[src/rtl/triple_sampler_pkg.sv]
// Shared types and default parameters for the triple-point UART bit sampler.
package triple_sampler_pkg;

    localparam int DEF_CLKS_PER_BIT = 16;
    localparam int DEF_DATA_BITS    = 8;

    typedef enum logic [1:0] {
        ST_IDLE,
        ST_START,
        ST_DATA,
        ST_STOP
    } state_t;

endpackage

[src/rtl/triple_sampler_if.sv]
// Line-side inputs and sample/frame outputs of triple_sampler bundled as one port.
interface triple_sampler_if;

    logic EN;
    logic RX;
    logic A;
    logic B;
    logic C;
    logic SAMPLE_VALID;
    logic FRAME_START;
    logic FRAME_DONE;
    logic FRAME_ERR;
    logic BUSY;

    modport master (
        output EN, RX,
        input  A, B, C, SAMPLE_VALID, FRAME_START, FRAME_DONE, FRAME_ERR, BUSY
    );

    modport slave (
        input  EN, RX,
        output A, B, C, SAMPLE_VALID, FRAME_START, FRAME_DONE, FRAME_ERR, BUSY
    );

endinterface

[src/rtl/triple_sampler_sync_2ff.sv]
// One-bit two-flop synchronizer with a parameterized reset value.
module sync_2ff #(
    parameter logic RST_VAL = 1'b1
) (
    input  logic clk,
    input  logic rst_n,
    input  logic i_d,
    output logic o_q
);

    logic r_meta;
    logic r_sync;

    always_ff @(posedge clk) begin
        if (!rst_n) begin
            r_meta <= RST_VAL;
            r_sync <= RST_VAL;
        end else begin
            r_meta <= i_d;
            r_sync <= r_meta;
        end
    end

    assign o_q = r_sync;

endmodule

[src/rtl/triple_sampler.sv]
// Serial receiver front end: finds start bits and samples each data bit at
// its quarter, half and three-quarter points for a downstream majority voter.
module triple_sampler
    import triple_sampler_pkg::*;
#(
    parameter int CLKS_PER_BIT = DEF_CLKS_PER_BIT,
    parameter int DATA_BITS    = DEF_DATA_BITS
) (
    input  logic             clk,
    input  logic             rst_n,
    triple_sampler_if.slave  bus
);

    localparam int CW = $clog2(CLKS_PER_BIT);
    localparam int BW = $clog2(DATA_BITS + 1);

    localparam logic [CW-1:0] Q1      = CW'(CLKS_PER_BIT / 4);
    localparam logic [CW-1:0] Q2      = CW'(CLKS_PER_BIT / 2);
    localparam logic [CW-1:0] Q3      = CW'((3 * CLKS_PER_BIT) / 4);
    localparam logic [CW-1:0] CNT_MAX = CW'(CLKS_PER_BIT - 1);
    localparam logic [BW-1:0] LAST_BIT = BW'(DATA_BITS - 1);

    state_t        r_state;
    state_t        w_state_next;
    logic [CW-1:0] r_cnt;
    logic [BW-1:0] r_bit_idx;
    logic          w_rxs;
    logic          r_rxs_prev;
    logic          w_fall;
    logic          w_wrap;
    logic          w_frame_start;
    logic          w_frame_done;
    logic          r_a;
    logic          r_b;
    logic          r_c;
    logic          r_sample_valid;
    logic          r_stop_sample;
    logic          r_frame_err;

    sync_2ff #(.RST_VAL(1'b1)) u_sync (
        .clk   (clk),
        .rst_n (rst_n),
        .i_d   (bus.RX),
        .o_q   (w_rxs)
    );

    assign w_fall = r_rxs_prev & ~w_rxs;
    assign w_wrap = (r_cnt == CNT_MAX);

    always_comb begin
        w_state_next  = r_state;
        w_frame_start = 1'b0;
        w_frame_done  = 1'b0;
        if (!bus.EN) begin
            w_state_next = ST_IDLE;
        end else begin
            case (r_state)
                ST_IDLE: begin
                    if (w_fall) w_state_next = ST_START;
                end
                ST_START: begin
                    // A line back high at mid start bit is treated as noise.
                    if (r_cnt == Q2 && w_rxs) begin
                        w_state_next = ST_IDLE;
                    end else if (w_wrap) begin
                        w_state_next  = ST_DATA;
                        w_frame_start = 1'b1;
                    end
                end
                ST_DATA: begin
                    if (w_wrap && r_bit_idx == LAST_BIT) w_state_next = ST_STOP;
                end
                ST_STOP: begin
                    if (w_wrap) begin
                        w_state_next = ST_IDLE;
                        w_frame_done = 1'b1;
                    end
                end
                default: w_state_next = ST_IDLE;
            endcase
        end
    end

    always_ff @(posedge clk) begin
        if (!rst_n) begin
            r_state   <= ST_IDLE;
            r_cnt     <= '0;
            r_bit_idx <= '0;
        end else begin
            r_state <= w_state_next;
            if (r_state == ST_IDLE || w_state_next == ST_IDLE) begin
                r_cnt <= '0;
            end else begin
                r_cnt <= w_wrap ? '0 : r_cnt + CW'(1);
            end
            if (r_state != ST_DATA) begin
                r_bit_idx <= '0;
            end else if (w_wrap) begin
                r_bit_idx <= r_bit_idx + BW'(1);
            end
        end
    end

    // Captures are gated by EN so a disable keeps the last triple intact.
    always_ff @(posedge clk) begin
        if (!rst_n) begin
            r_rxs_prev     <= 1'b1;
            r_a            <= 1'b0;
            r_b            <= 1'b0;
            r_c            <= 1'b0;
            r_sample_valid <= 1'b0;
            r_stop_sample  <= 1'b1;
            r_frame_err    <= 1'b0;
        end else begin
            r_rxs_prev     <= w_rxs;
            r_sample_valid <= 1'b0;
            if (bus.EN && r_state == ST_DATA) begin
                if (r_cnt == Q1) r_a <= w_rxs;
                if (r_cnt == Q2) r_b <= w_rxs;
                if (r_cnt == Q3) begin
                    r_c            <= w_rxs;
                    r_sample_valid <= 1'b1;
                end
            end
            if (bus.EN && r_state == ST_STOP && r_cnt == Q2) r_stop_sample <= w_rxs;
            if (w_frame_done) r_frame_err <= ~r_stop_sample;
        end
    end

    assign bus.A            = r_a;
    assign bus.B            = r_b;
    assign bus.C            = r_c;
    assign bus.SAMPLE_VALID = r_sample_valid & bus.EN & rst_n;
    assign bus.FRAME_START  = w_frame_start & rst_n;
    assign bus.FRAME_DONE   = w_frame_done & rst_n;
    assign bus.FRAME_ERR    = (w_frame_done & rst_n) ? ~r_stop_sample : r_frame_err;
    assign bus.BUSY         = rst_n & (r_state != ST_IDLE);

endmodule

[src/flat_wrapper.sv]
// flat-port wrapper written by rule: the top's interface ports become plain ports
module triple_sampler_flat import triple_sampler_pkg::*;
#(
    parameter int CLKS_PER_BIT = DEF_CLKS_PER_BIT,
    parameter int DATA_BITS    = DEF_DATA_BITS
)
  (clk, rst_n, bus_EN, bus_RX, bus_A, bus_B, bus_C, bus_SAMPLE_VALID, bus_FRAME_START, bus_FRAME_DONE, bus_FRAME_ERR, bus_BUSY);
  triple_sampler_if bus_i ();
  input  logic clk;
  input  logic rst_n;
  input wire logic [$bits(bus_i.EN)-1:0] bus_EN;
  input wire logic [$bits(bus_i.RX)-1:0] bus_RX;
  output wire logic [$bits(bus_i.A)-1:0] bus_A;
  output wire logic [$bits(bus_i.B)-1:0] bus_B;
  output wire logic [$bits(bus_i.C)-1:0] bus_C;
  output wire logic [$bits(bus_i.SAMPLE_VALID)-1:0] bus_SAMPLE_VALID;
  output wire logic [$bits(bus_i.FRAME_START)-1:0] bus_FRAME_START;
  output wire logic [$bits(bus_i.FRAME_DONE)-1:0] bus_FRAME_DONE;
  output wire logic [$bits(bus_i.FRAME_ERR)-1:0] bus_FRAME_ERR;
  output wire logic [$bits(bus_i.BUSY)-1:0] bus_BUSY;
  assign bus_i.EN = bus_EN;
  assign bus_i.RX = bus_RX;
  assign bus_A = bus_i.A;
  assign bus_B = bus_i.B;
  assign bus_C = bus_i.C;
  assign bus_SAMPLE_VALID = bus_i.SAMPLE_VALID;
  assign bus_FRAME_START = bus_i.FRAME_START;
  assign bus_FRAME_DONE = bus_i.FRAME_DONE;
  assign bus_FRAME_ERR = bus_i.FRAME_ERR;
  assign bus_BUSY = bus_i.BUSY;
  triple_sampler #(.CLKS_PER_BIT(CLKS_PER_BIT), .DATA_BITS(DATA_BITS)) u_core (.clk(clk), .rst_n(rst_n), .bus(bus_i));
endmodule
[config.mk]
export PLATFORM = sky130hd
export DESIGN_NAME = triple_sampler_flat
export DESIGN_NICKNAME = d
export VERILOG_FILES = /design/src/rtl/triple_sampler_pkg.sv /design/src/rtl/triple_sampler_if.sv /design/src/rtl/triple_sampler_sync_2ff.sv /design/src/rtl/triple_sampler.sv /design/src/flat_wrapper.sv
export SDC_FILE = /design/constraint.sdc
export NUM_CORES = 1
export LEC_CHECK = 0
export ABC_AREA = 1
export CORE_UTILIZATION = 46
export DETAILED_ROUTE_END_ITERATION = 8
export HOLD_SLACK_MARGIN = 0.12
export PLACE_DENSITY = 0.71
export SLEW_MARGIN = 40
export SYNTH_ARGS = -nofsm -noshare
export SYNTH_HDL_FRONTEND = slang
export SYNTH_SLANG_ARGS = --single-unit
[constraint.sdc]
create_clock -name clk -period 1.34 [get_ports clk]
set_input_delay 0.201 -clock clk [delete_from_list [all_inputs] [get_ports clk]]
set_output_delay 0.201 -clock clk [all_outputs]
set_load 0.01 [all_outputs]
==> impl_metrics.py <==
metrics = {
    "floorplan": {
        "die_h_um": 45.26,
        "io_pins": 12,
        "start_util_pct": 49.32,
        "core_um2": 1745,
        "die-area_um2": 2048,
        "die_w_um": 45.26,
        "rows": 15,
    },
    "synth": {
        "synth_top_area_share_pct": 44.19,
        "synth_commonest_cells": "nand2_1, nor2_1, dfxtp_1, inv_1, nand3_1",
        "synth_cells": 117,
        "synth_cell_type_count": 21,
        "ys_ff_latch": 19,
        "synth-edff-count": 0,
        "synthTopCellsByArea": "dfxtp_1, nand2_1, nor2_1",
        "synth.avg_cell_area_um2": 7.357,
        "syn_nets": 124,
        "synth.yosys.seq_area_share_pct": 44.19,
        "async_flop_share_pct": 0,
        "ys.flop_type": "dfxtp_1",
        "synth_warnings": 0,
        "syn_area_um2": 860.8,
        "synth_top_cell_by_area": "dfxtp_1",
    },
    "timing": {
        "worst_pin_slew_ns": 0.2241,
        "clock_skew_ns": 0.007180,
        "slew_headroom_pct": 84.97,
        "setup_ws_ns": -0.2645,
        "worst_hold_slack_ns": 0.2730,
        "slew_violations": 0,
        "fin_crit_sh_pct": 119.7,
        "post-route-min-period_ns": 1.605,
        "rsz0062_at_grt": "yes",
        "setup_tns_ns": -1.025,
        "setup_viol": 8,
        "final-hold-violation-count": 0,
        "maxClockFrequency_mhz": 623.2,
    },
    "global_route": {
        "grt_pass1_vias": 797,
        "grt.overflow.total": 0,
        "grt_max_degree": 12,
        "grt_usage_pct": 21.67,
        "grt_pass1_wl_mm": 3.180,
        "grt_antenna_before_repair": 0,
    },
    "setup_path": {
        "cp_slowest_stage_delay_ns": 0.49,
        "cp.arrival_ns": 1.40,
        "crit_family": "buffers and inverters",
        "worstRegToRegCells": 11,
        "crit_top_cell": "nand2_2",
        "r2r_slack_ns": -0.11,
        "crit_fanout": 3,
        "path_buf_inv": 3,
        "endpoint_kind": "primary output",
        "r2r_start": "u_core.r_cnt[0]",
        "cp.required_ns": 1.14,
        "cpMaxStageDelayCell": "clkdlybuf4s50_1",
        "start_kind": "input port",
        "critical_path_class": "in -> out",
        "r2r_end": "u_core.r_cnt[1]",
        "path_cells": "clkdlybuf4s50_1 -> inv_1 -> nor2_2 -> nand2_4 -> nor2_4 -> nand2_2 -> nand2_2 -> buf_6",
    },
    "hold_path": {
        "min-delay-start": "rst_n",
        "min_path_type": "in -> reg",
        "whs_path_depth": 3,
        "min_to": "u_core.r_rxs_prev",
    },
    "detailed_routing": {
        "drt_iter0_markers": 26,
        "wire_per_inst_um": 12.23,
        "drt_wl_total_mm": 2.153,
        "ant_nets": 0,
        "firstDrtPassIters": 4,
        "drcViolationCount": 0,
        "vias_per_cell": 4.966,
        "vias": 874,
    },
    "cells_and_area": {
        "drive_gt1_share_pct": 38.41,
        "utilization_pct": 72.62,
        "layoutNonFillerInstCount": 176,
        "areaGrowthSynthToFinish_pct": 47.24,
        "layout.nets": 159,
        "stdcell_area_um2": 1267,
        "diodes": 0,
    },
    "cts": {
        "root_buffer": "clkbuf_4",
        "cts_buffers": 3,
        "htree_num_levels": 1,
        "clkTransAtPathRegs_ns": 0.12,
        "cts_tree": "built",
        "clk_path_buf_depth": 2,
        "clk_latency_ns": 0.30,
        "cts_sinks": 19,
    },
    "pwr": {
        "p_leak_nw": 0.5726,
        "ir_worst_vdd_mv": 0.4634,
        "power_mw": 0.9238,
        "powerDensity_nw_per_um2": 728.9,
    },
    "flow_run": {
        "max-cap-violations": 0,
    },
    "placement": {
        "finalWeightedCongestion": 0.7737,
        "dp_hpwl_mm": 1.482,
        "post-place-cells": 170,
        "place_ws_ns": -0.6657,
        "numPortBuffers": 11,
        "dpl_cell_area_um2": 1155,
    },
    "status": {
        "violations": "negative setup slack",
        "status": "complete, but fails checks",
    },
}
timing repair:
action / in CTS / in global routing
resized for setup: 38 / 15
buffers inserted: 2 / 1
endpoints found under the setup margin: 14 / 14
hold buffers: 0 / 0
pin swaps: 11 / 2
flip-flops by register name, indices dropped and copies added, names as in the netlist:
register	cells
u_core.u_sync.o_q	1
u_core.r_frame_err	1
u_core.r_cnt	4
u_core.bus.A	1
u_core.r_sample_valid	1
u_core.bus.B	1
u_core.bus.C	1
u_core.r_stop_sample	1
u_core.u_sync.r_meta	1
u_core.r_bit_idx	4
u_core.r_state	2
u_core.r_rxs_prev	1
placed cells by master, fill, tap and decap left out, types with 3 or more instances in the layout:
master          n
buf_2           3
dfxtp_2         4
nor2_2          4
inv_2           4
o21ai_0         3
buf_6           3
nand3_1         8
nand2_2         3
dfxtp_1        15
dlygate4sd2_1   3
a21oi_1         7
nor2_1         14
nand2_1        17
inv_1          12
buf_4          20
clkbuf_4        3
power breakdown:
part	switching (mW)	total, mW	internal (mW)
registers	0.00166	0.571	0.569
clock network	0.186	0.297	0.111
logic	0.0281	0.0562	0.0281
total	0.216	0.924	0.708
how the worst max path moves through the flow:
| stage | end | startpoint | slack [ns] | depth (start not counted) |
|---|---|---|---|---|
| floorplan | bus_FRAME_ERR | u_core.r_cnt[1] | 0.02 | 7 |
| global placement | bus_FRAME_ERR | bus_EN | -0.62 | 8 |
| detailed placement | bus_FRAME_ERR | bus_EN | -0.67 | 8 |
| CTS | bus_FRAME_ERR | u_core.r_cnt[0] | -0.22 | 7 |
| global route | bus_FRAME_ERR | u_core.r_cnt[0] | -0.31 | 8 |
| finish | bus_FRAME_ERR | bus_EN | -0.26 | 8 |
worst reg2reg max path, delay by kind of cell (launching register included):
kind                     cells  cell delay [ns]
adder cells (fa/ha/maj)      1             0.15
buffers and inverters        2             0.21
flip-flops                   1             0.37
AND/OR/NAND/NOR              7             0.50
AO/OA/AOI/OAI                1             0.12
cell type report:
class / instances / area [µm²]
multi-input combinational: 79 / 499.2
sequential: 19 / 385.4
inverter: 17 / 66.31
fill: 154 / 478.0
clock inverter: 1 / 5.005
tap: 25 / 31.28
clock buffer: 3 / 22.52
timing repair buffer: 32 / 257.7
per-layer routing:
layer | global-route usage [%] | wire length, µm | vias to the layer above
li1 | - | - | 441
met1 | 27.16 | 978 | 416
met2 | 35.65 | 1084 | 13
met3 | 4.000 | 63 | 4
met4 | 10.30 | 27 | 0
met5 | 0 | 0 | -
cells by family after synthesis:
family | synth area share [%]
AO/OA/AOI/OAI | 9.011
XOR/XNOR | 3.053
adder cells (fa/ha/maj) | 4.361
buffers and inverters | 8.429
flip-flops | 44.19
AND/OR/NAND/NOR | 30.96
Power figures use the tool's default switching activity.
